<file path="config.mk">
export PLATFORM = sky130hd
export DESIGN_NAME = pipe_elastic_chain
export DESIGN_NICKNAME = d
export VERILOG_FILES = /design/src/rtl/pipe_elastic_chain.sv
export SDC_FILE = /design/constraint.sdc
export NUM_CORES = 1
export LEC_CHECK = 0
export ABC_AREA = 1
export CAP_MARGIN = 0
export CORE_ASPECT_RATIO = 0.8
export CORE_MARGIN = 4
export CORE_UTILIZATION = 33
export CTS_CLUSTER_SIZE = 20
export DETAILED_ROUTE_END_ITERATION = 10
export PLACE_DENSITY_LB_ADDON = 0.2
export SYNTH_ARGS = -nofsm -noshare
export SYNTH_HDL_FRONTEND = slang
export SYNTH_SLANG_ARGS = --single-unit
</file>
<file path="constraint.sdc">
create_clock -name clock -period 5.81 [get_ports clock]
set_input_delay 1.162 -clock clock [delete_from_list [all_inputs] [get_ports clock]]
set_output_delay 1.162 -clock clock [all_outputs]
set_load 0.02 [all_outputs]
</file>
<file path="src/rtl/pipe_elastic_chain.sv">
// pipe_elastic_chain
//   Bubble-collapsing elastic pipeline of DEPTH register slots. Slot 0 is the
//   input side and slot DEPTH-1 drives the output. Items move forward whenever
//   the next slot is empty or itself advancing. A global stall freezes the
//   whole chain, and a masked flush squashes selected slots.
//
// Ports
//   clock        rising-edge clock
//   reset_n      synchronous active-low reset
//   in_valid     upstream item offered
//   in_ready     slot 0 can accept this cycle (combinational from out_ready)
//   in_data      upstream payload
//   out_valid    slot DEPTH-1 holds an item and the chain is not stalled
//   out_ready    downstream accepts
//   out_data     payload of slot DEPTH-1
//   stall        global freeze: no slot advances, no handshake completes
//   flush        squash request, qualified by flush_mask
//   flush_mask   bit i=1: clear slot i on this edge when flush=1
//   stage_valid  valid bit per slot
//   stage_data   slot i payload at [i*DATA_WIDTH +: DATA_WIDTH]
//   occupancy    number of valid slots (registered)

module pipe_elastic_chain #(
  parameter int DEPTH      = 5,
  parameter int DATA_WIDTH = 32,
  parameter int CNT_WIDTH  = $clog2(DEPTH + 1)
) (
  input  logic                        clock,
  input  logic                        reset_n,
  input  logic                        in_valid,
  output logic                        in_ready,
  input  logic [DATA_WIDTH-1:0]       in_data,
  output logic                        out_valid,
  input  logic                        out_ready,
  output logic [DATA_WIDTH-1:0]       out_data,
  input  logic                        stall,
  input  logic                        flush,
  input  logic [DEPTH-1:0]            flush_mask,
  output logic [DEPTH-1:0]            stage_valid,
  output logic [DEPTH*DATA_WIDTH-1:0] stage_data,
  output logic [CNT_WIDTH-1:0]        occupancy
);

  logic [DEPTH-1:0]      valid_r;
  logic [DATA_WIDTH-1:0] data_r [DEPTH];
  logic [CNT_WIDTH-1:0]  occ_r;

  logic [DEPTH-1:0]      adv_s;
  logic [DEPTH-1:0]      load_s;
  logic [DEPTH-1:0]      capture_s;
  logic [DEPTH-1:0]      valid_nxt_s;
  logic [CNT_WIDTH-1:0]  occ_nxt_s;
  logic                  accept_s;

  // Number of set bits in a slot-valid vector.
  function automatic logic [CNT_WIDTH-1:0] popcount(input logic [DEPTH-1:0] v);
    logic [CNT_WIDTH-1:0] cnt;
    cnt = '0;
    for (int i = 0; i < DEPTH; i++) begin
      cnt = cnt + CNT_WIDTH'(v[i]);
    end
    return cnt;
  endfunction

  // Advance chain, output end first: a slot moves when the slot ahead is free
  // or itself moving. The local "ahead_free" carries that condition downward.
  always_comb begin
    logic ahead_free;
    logic a;
    adv_s      = '0;
    ahead_free = out_ready;
    for (int i = DEPTH - 1; i >= 0; i--) begin
      a          = valid_r[i] & ahead_free & ~stall;
      adv_s[i]   = a;
      ahead_free = ~valid_r[i] | a;
    end
  end

  assign in_ready  = reset_n & ~stall & (~valid_r[0] | adv_s[0]);
  assign accept_s  = in_valid & in_ready;
  assign out_valid = reset_n & valid_r[DEPTH-1] & ~stall;
  assign out_data  = data_r[DEPTH-1];

  // Next valid vector: load beats drain, then the flush mask clears slots
  // even if they are receiving an item (that item is squashed).
  always_comb begin
    load_s    = '0;
    capture_s = '0;
    load_s[0] = accept_s;
    for (int i = 1; i < DEPTH; i++) begin
      load_s[i] = adv_s[i-1];
    end
    for (int i = 0; i < DEPTH; i++) begin
      if (load_s[i]) begin
        capture_s[i] = 1'b1;
      end else if (adv_s[i]) begin
        capture_s[i] = 1'b0;
      end else begin
        capture_s[i] = valid_r[i];
      end
    end
    valid_nxt_s = flush ? (capture_s & ~flush_mask) : capture_s;
    occ_nxt_s   = popcount(valid_nxt_s);
  end

  // Slot state: valid bits, payloads and occupancy, synchronous reset.
  always_ff @(posedge clock) begin
    if (!reset_n) begin
      valid_r <= '0;
      occ_r   <= '0;
      for (int i = 0; i < DEPTH; i++) begin
        data_r[i] <= '0;
      end
    end else begin
      valid_r <= valid_nxt_s;
      occ_r   <= occ_nxt_s;
      if (load_s[0]) begin
        data_r[0] <= in_data;
      end
      for (int i = 1; i < DEPTH; i++) begin
        if (load_s[i]) begin
          data_r[i] <= data_r[i-1];
        end
      end
    end
  end

  // Flatten slot payloads onto the observation bus.
  always_comb begin
    stage_data = '0;
    for (int i = 0; i < DEPTH; i++) begin
      stage_data[i*DATA_WIDTH +: DATA_WIDTH] = data_r[i];
    end
  end

  assign stage_valid = valid_r;
  assign occupancy   = occ_r;

endmodule

</file>
==> After elaboration in Yosys (flattened, before gate mapping) <==
Memory sizes are Yosys's and may differ from the RTL's.
Index checks and enable logic that the tools add are counted.
{ "classes": {"bitwise_logic": 33, "muxes": 32, "n_div": 0, "addsub": 4, "n_reduce_logical": 0, "n_eq_ne": 0, "mul": 0, "magnitude_cmp": 0, "shift": 0} }
{ "ops": {"columns": ["op", "count"], "rows": [
  ["$mux W32", 5],
  ["$mux W1", 26],
  ["$and A1 B1 Y1", 15],
  ["$or A1 B1 Y1", 10],
  ["$add A3 B1 Y3", 2],
  ["$not A1 Y1", 6],
  ["$and A5 B5 Y5", 1],
  ["$mux W5", 1],
  ["$not A5 Y5", 1],
  ["$add A2 B1 Y3", 1],
  ["$add A1 B1 Y2", 1]
]} }
{ "totals": {"latch_bits": 0, "out_inout_bits": 202, "elab_cells": 72, "mem_bits_rw": 160, "in_bits": 43, "romBits": 0, "regBits": 8, "memories": 1} }
{ "memory_table": {"columns": ["name", "words", "word_bits", "read_ports", "rd_ports_with_merged_regs", "write_ports", "line", "text"], "rows": [
  ["data_r", 5, 32, 5, 0, 5, "45", "logic [DATA_WIDTH-1:0] data_r [DEPTH];"]
]} }

==> Depth between registers and ports, before layout <==
{ "logic_depth": {"ltp_word": 24, "ltp_mapped": 20, "mapped_depth_nobuf": 20} }

==> Worst setup path after synthesis <==
OpenSTA, ideal clock, no wires.
{ "synth_timing": {"kind": "input port to flip-flop", "start": "input stall", "end": "register occ_r[1] (netlist: occupancy[1])", "n_path_buf": 0, "cell_stages": 20, "setup_slack_ps": 2348, "setup_ps": 110, "arrival_time_ps": 3352, "t_required_ps": 5700, "cell_sequence": "inv_2 > nand2_1 > nand2_1 > nand2_2 > nand2_2 > nand2_2 > nand2_2 > nand2_2 > nand2_2 > nand2_2 > nand2_2 > nand3_2 > nand2_1 > nand2_1 > inv_1 > fa_1 > fa_1 > ha_1 > nand2_1 > inv_1"} }
{ "synth_between": {"elab_chain_cells": 24, "word_cells_on_any_way": 34, "cone_classes": "4 x add/sub; 11 x mux; 19 x bitwise"} }
{ "synth_rtl": {"columns": ["element", "line", "text"], "rows": [
  ["start, declared", "36", "input logic stall,"],
  ["$not A1 Y1 (*)", "73, 79", null],
  ["$and A1 B1 Y1", "73", "a = valid_r[i] & ahead_free & ~stall;"],
  ["$or A1 B1 Y1", "75", "ahead_free = ~valid_r[i] | a;"],
  ["$and A1 B1 Y1 (2 in a row)", "73", null],
  ["$or A1 B1 Y1", "75", null],
  ["$and A1 B1 Y1 (2 in a row)", "73", null],
  ["$or A1 B1 Y1", "75", null],
  ["$and A1 B1 Y1 (2 in a row)", "73", null],
  ["[... 6 more ...]", null, null],
  ["$mux W1 (*)", "94", "if (load_s[i]) begin"],
  ["$and A5 B5 Y5", "102", "valid_nxt_s = flush ? (capture_s & ~flush_mask) : capture_s;"],
  ["$mux W5 (*)", "102", null],
  ["net valid_nxt_s[0]", "51", "logic [DEPTH-1:0] valid_nxt_s;"],
  ["$add A1 B1 Y2 (*)", "60", "cnt = cnt + CNT_WIDTH'(v[i]);"],
  ["$add A2 B1 Y3 (*)", "60", null],
  ["$add A3 B1 Y3 (*) (2 in a row)", "60", null],
  ["net occ_nxt_s[1]", "52", "logic [CNT_WIDTH-1:0] occ_nxt_s;"],
  ["end signal, assigned", "116", "occ_r <= occ_nxt_s;"],
  ["end, declared", "46", "logic [CNT_WIDTH-1:0] occ_r;"]
]} }
The timed path passes the listed nets; every way through them passes the cells marked *.
A chain may end at the register's enable or synchronous reset.

==> Worst setup path in the final report <==
{ "layout_timing": {"start": "input stall", "end": "output in_ready"} }
{ "layout_between": {"elab_chain_cells": 16, "word_cells_on_any_way": 17, "cone_classes": "17 x bitwise"} }
{ "layout_rtl": {"columns": ["element", "line", "text"], "rows": [
  ["$not A1 Y1 (*)", "73, 79", null],
  ["$and A1 B1 Y1", "73", null],
  ["$or A1 B1 Y1", "75", null],
  ["$and A1 B1 Y1 (2 in a row)", "73", null],
  ["$or A1 B1 Y1", "75", null],
  ["$and A1 B1 Y1 (2 in a row)", "73", null],
  ["$or A1 B1 Y1", "75", null],
  ["$and A1 B1 Y1 (2 in a row)", "73", null],
  ["$or A1 B1 Y1", "75", null],
  ["$and A1 B1 Y1 (2 in a row)", "73", null],
  ["$or A1 B1 Y1", "79", "assign in_ready = reset_n & ~stall & (~valid_r[0] | adv_s[0]);"],
  ["$and A1 B1 Y1 (*)", "79", null],
  ["end, declared", "31", "output logic in_ready,"]
]} }
Mark *: on every way between the ends. The rest lies on a longest branch, timed or not.

==> results list <==
- The run finished with clean final reports.
- Design internal power: 2.16 mW
- Drt initial violations: roughly 280
- The signal on the critical path passes through clkdlybuf4s50_1, nor2_2, nand2_2, nand2_2, nand2_2, nand2_2, nand2_2, nand2_2, nand2_2, a21boi_0, clkdlybuf4s50_1.
- In this run, the combinational gates consume 12.7% of the power.
- Grouping stages by cell kind, the critical path spends the most delay in buffers and inverters.
- At the pin with the least slew margin, the transition time is 0.517 ns.
- Reported max-cap violation count: 0
- In this run the worst path has a maximum fanout of 7.
- The clock drives ~170 sinks.
- No sink is reached through more buffers than the 2 on the longest clock path.
- The worst setup path is launched from an input port.
- Fmax: 0.223 GHz
- Yosys cell types: 22
- Cell taking the most area after synthesis: sky130_fd_sc_hd__edfxtp_1
* Hpwl dp: ~12 mm
- RD Place Congestion: 0.868
- In this run the static leakage power is 4.58 nW.
- Power spread over the standard cell area amounts to 291 nW/um2.
- The mapped netlist covers 6930 um2.
* Count of state elements after synthesis: 168
- Setup fix buffers added after clock tree synthesis: 0
* Fraction of synthesis flops using an asynchronous set or reset pin: 0%
* Setup repair after global routing missed its margin: no
- Number of search-and-repair iterations in the first detailed-routing pass: 5
* Number of fill cells: 1892
- The count of nets left with antenna violations once routing finished came out at 0.
- In the final design database the tool counted 868 nets.
* Core Rows: 47
- Synth area leaders: sky130_fd_sc_hd__edfxtp_1 69%, sky130_fd_sc_hd__nand2_1 9.5%, sky130_fd_sc_hd__inv_2 5.5%
* Tightest slew margin relative to the limit: 65.5%
- Post-CTS repair changed the size of 0 cells.
- Number of buffers and inverters on the critical path: 2
* Total Negative Setup Slacks: 0 ns
- Crit Path Class: in2out
* Die ar.: 23400 um2
- The region available for standard cell placement spans 20600 um2.
- In the routed design, unresolved DRC markers number 0.
* Via Count: 4203
- Final std cells w/o fill: roughly 1100
* Clock tree from TritonCTS: done
* Most frequent cells after synthesis: 176 x sky130_fd_sc_hd__nand2_1, 160 x sky130_fd_sc_hd__edfxtp_1, 102 x sky130_fd_sc_hd__inv_2
- Clock Power Share: 37.7%
- Peak per-stage delay on the critical path: 0.64 ns
- The die is 138 um tall.
- X dimension of the die: 170 um
* Worst path slowest cell: sky130_fd_sc_hd__clkdlybuf4s50_1
* Vias in the first global route: 4098
* Net switching share of the total power: 25.1%
* Clock Latency Late Sink: 0.42 ns
* Type of the worst min-delay path: reg2reg
* Final routed wirelength across all metal layers: 15.6 mm
* Quantity of I/O buffers inserted on ports: around 240
- Maximum number of pins on one net before global-route repair: 120
- Initial standard-cell utilization of the core: 33.6%
- Sequential cells were found to cover 71.6% of the synthesized design area.
- At the worst endpoint, the required time is ~4.7 ns.
- For this design the total switching power over the nets is 0.725 mW.
- Global-route usage over all layers: 13.2%
* Signal arrival time at the worst endpoint: 3.31 ns
* Number of antenna violations at the first check in global routing: 0
- Count of flip-flops with a built-in enable after synthesis: 160
- Worst IR drop on VDD: ~0.17 mV
- After detailed routing, the average wire length per cell comes to 14.2 um.
* Most numerous cell on the critical path: sky130_fd_sc_hd__nand2_2
- Mean cell area of the mapped netlist: 11.5 um2
- The final hold violation count came to 0.
- The worst path needs 4.48 ns of the cycle, external delays included.
- # diodes: 0
* Part of the total power dissipated in sequential elements: 49.6%
- Maximum clock skew at final layout: 0.00932 ns
* Number of placed instances, taps included: 1072
- Combined flip-flop and latch cell area: 4960 um2
- Number of vias per cell: approximately 3.8
- The H-tree was split into 4 levels.
* Fraction of layout cells with a size suffix above 1: between 10% and 20%
* Element type at the critical path end: output pin
* Area of the multi-input gates: 917 um2
- Layout overhead on the synthesized area: 43.3%
- Synth top area share: 69.3%
- The number of nets in the synthesized netlist is 650.
- Yosys instantiated no cell more often than sky130_fd_sc_hd__nand2_1.
* Number of buffers inserted for hold repair after clock tree synthesis: 0
* Prevailing post-synth register cell: sky130_fd_sc_hd__edfxtp_1
- Global-route wire length before repair: about 24 mm
- Root buffer cell: sky130_fd_sc_hd__clkbuf_16
- Setup violations remaining at the end of the flow were counted as 0.
- The total overflow left after global routing is 0.
* Fin. max-slew vios: 0
- In this run the count of I/O pins placed on the die edge is 245.
* Cts bufs inserted: 17
- Clock-pin slew was measured on the worst setup and hold paths at approximately 0.06 ns.
- Final period utilization: 77.0%
- Synthesis produced 604 cells.
- Yosys printed 0 warnings.
## layer usage
layer | global-route usage, % | routed length, um | part of all wire [%]
met1 | 18.2 | 7270 | 47
met2 | 19.7 | 7080 | 45
met3 | 4.16 | 1060 | 6.8
met4 | 4.61 | 213 | 1.4
met5 | 0 | 0 | 0
## stage by stage
stage	util [%]	power (mW)	setup slack [ns]	hold WS, ns	cell area (um2)
final	48.1	2.89	1.33	0.530	9940
after global routing	48.1	3.00	1.16	0.555	9940
after CTS	48.1	2.93	1.35	0.533	9940
after detailed placement	45.4	1.83	1.35	0.518	9360
after global placement	45.4	1.83	1.43	0.516	9360
after floorplan	-	1.64	2.35	0.656	6930
## cell families after synthesis
logic type / after synthesis / synth area share (%)
and+or+nand+nor: 197 / 11.4
buffers and inverters: 223 / 15.2
AOI/OAI and AO/OA: 13 / 1.12
adders and majority gates: 3 / 0.758
DFF: 168 / 71.6
## cell type report
class                           count  share of cell area (%)
Timing Repair Buffer              250                    25.2
Tap cell                          269                    3.39
Sequential cell                   168                    50.0
Inverter                          172                    6.50
Multi-Input combinational cell    213                    9.23
Clock inverter                     14                    1.44
Clock buffer                       18                    4.32
## power groups by stage
stage               clock network (mW)  logic [mW]  registers [mW]
finish                            1.09       0.366            1.43
global route                      1.17       0.389            1.44
CTS                               1.12       0.373            1.44
detailed placement                   0       0.372            1.46
global placement                     0       0.372            1.46
floorplan                            0       0.106            1.54
## worst reg2reg max path, cell delays in order, from the launching register on
cell                      delay (ns)
sky130_fd_sc_hd__dfxtp_1        0.39
sky130_fd_sc_hd__inv_1          0.07
sky130_fd_sc_hd__nor2_2         0.13
sky130_fd_sc_hd__nand2_2        0.09
sky130_fd_sc_hd__nand2_2        0.07
sky130_fd_sc_hd__nand2_2        0.07
sky130_fd_sc_hd__nand2_2        0.08
sky130_fd_sc_hd__nand2_2        0.07
sky130_fd_sc_hd__nand2_2        0.08
sky130_fd_sc_hd__nand2_2        0.07
sky130_fd_sc_hd__nand2_2        0.08
sky130_fd_sc_hd__nand3_2        0.10
sky130_fd_sc_hd__nand2_1        0.08
sky130_fd_sc_hd__nand2_1        0.06
sky130_fd_sc_hd__inv_1          0.08
sky130_fd_sc_hd__fa_1           0.42
sky130_fd_sc_hd__fa_1           0.41
sky130_fd_sc_hd__ha_1           0.28
sky130_fd_sc_hd__nand2_1        0.07
sky130_fd_sc_hd__inv_1          0.05
## flip-flops by register name, summed over array words and instances (netlist names)
| signal | cells |
|---|---|
| data_r | 160 |
| occupancy | 3 |
| stage_valid | 5 |
## cell usage in the layout (no fill, tap or decap), types with 5 or more instances in the layout
cell type                         synthesis  layout
sky130_fd_sc_hd__clkbuf_16                0      17
sky130_fd_sc_hd__dfxtp_1                  8       8
sky130_fd_sc_hd__nand2_1                176     176
sky130_fd_sc_hd__inv_2                  102     102
sky130_fd_sc_hd__nor2_1                   6       6
sky130_fd_sc_hd__buf_4                   32       5
sky130_fd_sc_hd__nand2_2                  8       8
sky130_fd_sc_hd__clkdlybuf4s50_1          0     244
sky130_fd_sc_hd__clkinv_4                 0       5
sky130_fd_sc_hd__a21oi_1                  8       8
sky130_fd_sc_hd__inv_1                   70      70
sky130_fd_sc_hd__edfxtp_1               160     160
## worst paths after layout
check                                       to  depth (start not counted)           start  slack [ns]
worst min register to register  data_r[0][144]                          2  data_r[0][112]        0.53
worst min-delay path            data_r[0][144]                          2  data_r[0][112]        0.53
worst max-delay path                  in_ready                         11           stall        1.33
worst max register to register    occupancy[1]                         19  stage_valid[3]        2.96
Power figures use the tool's default switching activity.
